File: src/rtl/result_bcd_formatter.sv
// result_bcd_formatter: sequential double-dabble binary-to-BCD converter with ASCII digit output.
// Optional LEADING_ZERO_BLANK_EN replaces leading zero digits in ascii_out with spaces.
module result_bcd_formatter #(
  parameter int WIDTH  = 16,
  parameter int DIGITS = 5
) (
  input  logic                  clk,
  input  logic                  rst,
  input  logic                  start,
  input  logic [WIDTH-1:0]      bin_in,
  output logic                  busy,
  output logic                  valid,
  output logic [4*DIGITS-1:0]   bcd_out,
  output logic [8*DIGITS-1:0]   ascii_out
);
  localparam int CW = $clog2(WIDTH+1);
`ifdef LEADING_ZERO_BLANK_EN
  localparam logic [8*DIGITS-1:0] RST_ASCII = {{(DIGITS-1){8'h20}}, 8'h30};
`else
  localparam logic [8*DIGITS-1:0] RST_ASCII = {DIGITS{8'h30}};
`endif
  if (64'd10 ** DIGITS <= (64'd1 << WIDTH) - 64'd1) begin : g_bad_digits
    $error("result_bcd_formatter: DIGITS too small for WIDTH");
  end
  typedef enum logic [2:0] {S_IDLE, S_LOAD, S_ADJ, S_SHIFT, S_DONE} state_t;
  state_t r_state, w_next;
  logic [WIDTH-1:0]    r_shift;
  logic [4*DIGITS-1:0] r_bcd, w_adj, w_bcd_shl;
  logic [CW-1:0]       r_count, w_count_inc;
  logic [8*DIGITS-1:0] w_ascii;
  logic                w_last;
  assign w_count_inc = r_count + CW'(1);
  assign w_last      = w_count_inc == CW'(WIDTH);
  assign w_bcd_shl   = {r_bcd[4*DIGITS-2:0], r_shift[WIDTH-1]};
  always_comb begin
    w_adj = r_bcd;
    for (int i = 0; i < DIGITS; i++)
      w_adj[4*i+:4] = r_bcd[4*i+:4] >= 4'd5 ? r_bcd[4*i+:4] + 4'd3 : r_bcd[4*i+:4];
  end
`ifdef LEADING_ZERO_BLANK_EN
  logic w_lead;
  always_comb begin
    w_ascii = '0;
    w_lead  = 1'b1;
    for (int i = DIGITS-1; i >= 0; i--) begin
      w_lead = w_lead && i != 0 && w_bcd_shl[4*i+:4] == 4'd0;
      w_ascii[8*i+:8] = w_lead ? 8'h20 : {4'h3, w_bcd_shl[4*i+:4]};
    end
  end
`else
  always_comb begin
    w_ascii = '0;
    for (int i = 0; i < DIGITS; i++)
      w_ascii[8*i+:8] = {4'h3, w_bcd_shl[4*i+:4]};
  end
`endif
  always_ff @(posedge clk or negedge rst)
    if (!rst) r_state <= S_IDLE;
    else      r_state <= w_next;
  always_comb
    w_next = r_state == S_IDLE  ? (start ? S_LOAD : S_IDLE) :
             r_state == S_LOAD  ? S_ADJ :
             r_state == S_ADJ   ? S_SHIFT :
             r_state == S_SHIFT ? (w_last ? S_DONE : S_ADJ) : S_IDLE;
  always_comb begin
    busy  = r_state != S_IDLE;
    valid = r_state == S_DONE;
  end
  // Final digits are taken from the shifted value so outputs update on the edge entering DONE.
  always_ff @(posedge clk or negedge rst)
    if (!rst) begin
      r_shift   <= '0;
      r_bcd     <= '0;
      r_count   <= '0;
      bcd_out   <= '0;
      ascii_out <= RST_ASCII;
    end else begin
      if (r_state == S_IDLE && start) begin
        r_shift <= bin_in;
        r_bcd   <= '0;
        r_count <= '0;
      end
      if (r_state == S_ADJ) r_bcd <= w_adj;
      if (r_state == S_SHIFT) begin
        r_bcd   <= w_bcd_shl;
        r_shift <= r_shift << 1;
        r_count <= w_count_inc;
        if (w_last) begin
          bcd_out   <= w_bcd_shl;
          ascii_out <= w_ascii;
        end
      end
    end
endmodule

File: config.mk
export PLATFORM = sky130hd
export DESIGN_NAME = result_bcd_formatter
export DESIGN_NICKNAME = d
export VERILOG_FILES = /design/src/rtl/result_bcd_formatter.sv
export SDC_FILE = /design/constraint.sdc
export NUM_CORES = 1
export LEC_CHECK = 0
export BUFFER_PORTS_ARGS = -buffer_cell sky130_fd_sc_hd__buf_4
export CAP_MARGIN = 20
export CORE_ASPECT_RATIO = 0.6
export CORE_UTILIZATION = 54
export CTS_CLUSTER_DIAMETER = 150
export DETAILED_ROUTE_END_ITERATION = 12
export GPL_TIMING_DRIVEN = 0
export PLACE_DENSITY_LB_ADDON = 0.12
export SYNTH_ARGS = -nofsm -noshare
export SYNTH_HDL_FRONTEND = slang
export SYNTH_SLANG_ARGS = --single-unit
File: constraint.sdc
create_clock -name clk -period 2.6 [get_ports clk]
set_input_delay 0.52 -clock clk [delete_from_list [all_inputs] [get_ports clk]]
set_output_delay 0.52 -clock clk [all_outputs]
set_load 0.05 [all_outputs]
==> flow_metrics.tcl <==
set metrics [dict create \
    syn_area_per_cell_um2 10.86 \
    htree_num_levels 3 \
    grt_max_degree 65 \
    dpl.hpwl_um 5163 \
    maxSlewViolCount 0 \
    io_pins 81 \
    yosysSeqAreaShare_pct 44.15 \
    finalInstanceArea_um2 4468 \
    setup_viol 0 \
    syn_inst 334 \
    fin_ws_ns 0.4254 \
    drc 0 \
    cp_top_family "simple AND/OR/NAND/NOR gates" \
    firstDrtPassIters 5 \
    ys_warn_count 0 \
    die_h_um 65.49 \
    cts_setup_buffers 0 \
    routed_wl_um 7440 \
    power.internal_w 0.003250 \
    r2r-end "bcd_out[12]" \
    cts-buffers-inserted 9 \
    num_vias 2661 \
    drt_iter0_markers 175 \
    place_area_um2 4250 \
    diodes 0 \
    power_frac_clock_pct 15.5 \
    ant_nets 0 \
    rsz0062_at_grt "no" \
    max_slew_margin_pct 47.05 \
    first_global_vias 2430 \
    cts_tree "yes" \
    crit_path_top_delay_cell "or4b_4" \
    place_ws_ns 0.4729 \
    r2r_slack_ns 0.43 \
    clk_pin_slew_ns 0.07 \
    ctsHoldBuffers 0 \
    via_per_inst 5.197 \
    hold_viol 0 \
    grt_pass1_wl_um 12090 \
    overflow 0 \
    ir_drop_mv 0.9702 \
    comb_power_share_pct 54.4 \
    cts-root-buf "clkbuf_8" \
    path_class "reg -> reg" \
    cts.sinks 64 \
    critPathMaxFanout 10 \
    drv_cap 0 \
    start_util_pct 57.54 \
    dieWidth_um 107.8 \
    swShare_pct 45.31 \
    p_per_area_nw_per_um2 1330 \
    tightest_slew_ns 0.7943 \
    syn-cell-area_um2 3627 \
    status "completed" \
    max_freq_mhz 459.9 \
    place_congestion 0.7991 \
    r2r-start "r_count[0]" \
    syn2layout_area_growth_pct 23.18 \
    post-route-min-period_ns 2.175 \
    track_usage_pct 23.05 \
    p_switching_w 0.002692 \
    cts_resized 0 \
    antenna_found_initial 0 \
    crit_chain "ha_1, or4b_4, nor3_2, a21oi_2, buf_6, mux2_4" \
    clk_latency_ns 0.35 \
    fp.dieArea_um2 7060 \
    clock_skew_ns 0.007019 \
    cp.required_ns 2.83 \
    routedWlPerCell_um 14.53 \
    io_buffers 60 \
    setup_tns_ns 0 \
    end_kind "flop" \
    core_area_um2 6304 \
    synth_seq_cells 64 \
    clk_path_buf_depth 2 \
    hold-worst-slack_ns 0.2596 \
    slowest_delay_ns 0.56 \
    drive_gt1_share_pct 35.98 \
    hold_class "in -> async" \
    fin_util_pct 70.88 \
    startpoint_type "flop" \
    synth_cell_type_count 46 \
    p_leak_nw 2.284 \
    nNetsFinal 454 \
    crit_arrival_ns 2.40 \
    rr_worst_depth 6 \
    row_count 22 \
    critPathBufInv 1 \
    seqPwrFrac_pct 30.1 \
    finalCritPeriodShare_pct 83.64 \
]
==> cells by family (layout without fill, tap and decap cells) <==
group	after synthesis	after routing	synth area share (%)
AO/OA/AOI/OAI	83	83	15.01
buffers and inverters	73	149	12.52
flip-flops	64	64	44.15
AND/OR/NAND/NOR	51	51	7.727
multiplexers	46	46	15.52
adder cells (fa/ha/maj)	12	12	4.139
XOR/XNOR	3	3	0.7245
other	2	20	0.2070
==> power groups by stage <==
stage | sequential, W | combinational (W) | clock, W
2_1_floorplan | 0.00210 | 0.00209 | 0
3_3_place_gp | 0.00177 | 0.00315 | 0
3_5_place_dp | 0.00179 | 0.00322 | 0
4_1_cts | 0.00179 | 0.00324 | 0.000933
5_1_grt | 0.00185 | 0.00346 | 0.000988
6_report | 0.00179 | 0.00323 | 0.000920
==> layout by cell type, fill, tap and decap left out, types with 6 or more instances in the layout <==
master / instances
conb_1: 20
a21oi_1: 6
nor2_1: 7
buf_4: 100
mux2_4: 19
o21ai_1: 23
a22oi_1: 6
mux2i_1: 21
clkbuf_8: 13
a22o_1: 9
dfrtp_1: 64
mux2_1: 6
inv_1: 16
a21o_1: 9
nand2_1: 26
clkbuf_1: 8
o22ai_1: 6
buf_2: 6
o21ai_0: 10
ha_1: 12
==> sequential cells by signal, summed over array words and instances (netlist names) <==
signal	count
bcd_out	20
r_bcd	20
r_shift	16
r_count	5
r_state	3
==> cell type report <==
type | instances | area [um^2]
clock inverter | 2 | 35.03
multi-input combinational | 215 | 1639
buffer | 56 | 390.4
timing repair buffer | 60 | 450.4
inverter | 17 | 63.81
fill | 476 | 1836
clock buffer | 14 | 182.7
tap | 84 | 105.1
sequential | 64 | 1602
==> synth_stat cells (all sizes together) <==
cell    count  share of area (%)
dfrtp      64                 44
buf        49                 10
o21ai      33                4.6
nand2      26                2.7
mux2       25                9.7
mux2i      21                5.8
inv        17                1.8
ha         12                4.1
a21o        9                1.9
a22o        9                2.2
nor2        8                1.3
a21oi       7                1.1
clkbuf      7               0.72
a22oi       6                1.2
o22ai       6                1.0
o31ai       4               0.83
o32ai       4               0.97
a21bo       2               0.55
and2        2               0.38
conb        2               0.21
nand3       2               0.28
nor2b       2               0.34
nor3        2               0.41
nor3b       2               0.55
o21bai      2               0.52
or3b        2               0.55
xor2        2               0.48
a211oi      1               0.21
and3b       1               0.24
nand3b      1               0.21
nand4b      1               0.24
or3         1               0.17
or4b        1               0.38
xnor2       1               0.24
==> per-layer routing <==
layer,track usage [%],wire length [um],vias to the layer above
met1,32.82,3657,1261
met3,5.754,516,10
met2,33.57,3195,104
li1,-,-,1286
met4,9.418,70,0
met5,0,0,-
==> how the worst max path moves through the flow <==
stage,from,endpoint,slack [ns],cells past startpoint
global route,r_count[0],bcd_out[17],0.32,6
floorplan,r_count[0],bcd_out[0],0.59,6
global placement,r_count[0],bcd_out[14],0.51,6
detailed placement,r_count[0],bcd_out[4],0.47,6
finish,r_count[0],bcd_out[12],0.43,6
CTS,r_count[0],bcd_out[12],0.42,6
==> through the flow <==
step | power, W | std cells
final | 0.005942 | 512
after global routing | 0.006304 | 512
after CTS | 0.005958 | 512
after detailed placement | 0.005013 | 496
after global placement | 0.004917 | 496
after floorplan | 0.004193 | 352
Note: power is estimated with default switching activity, not from simulation.
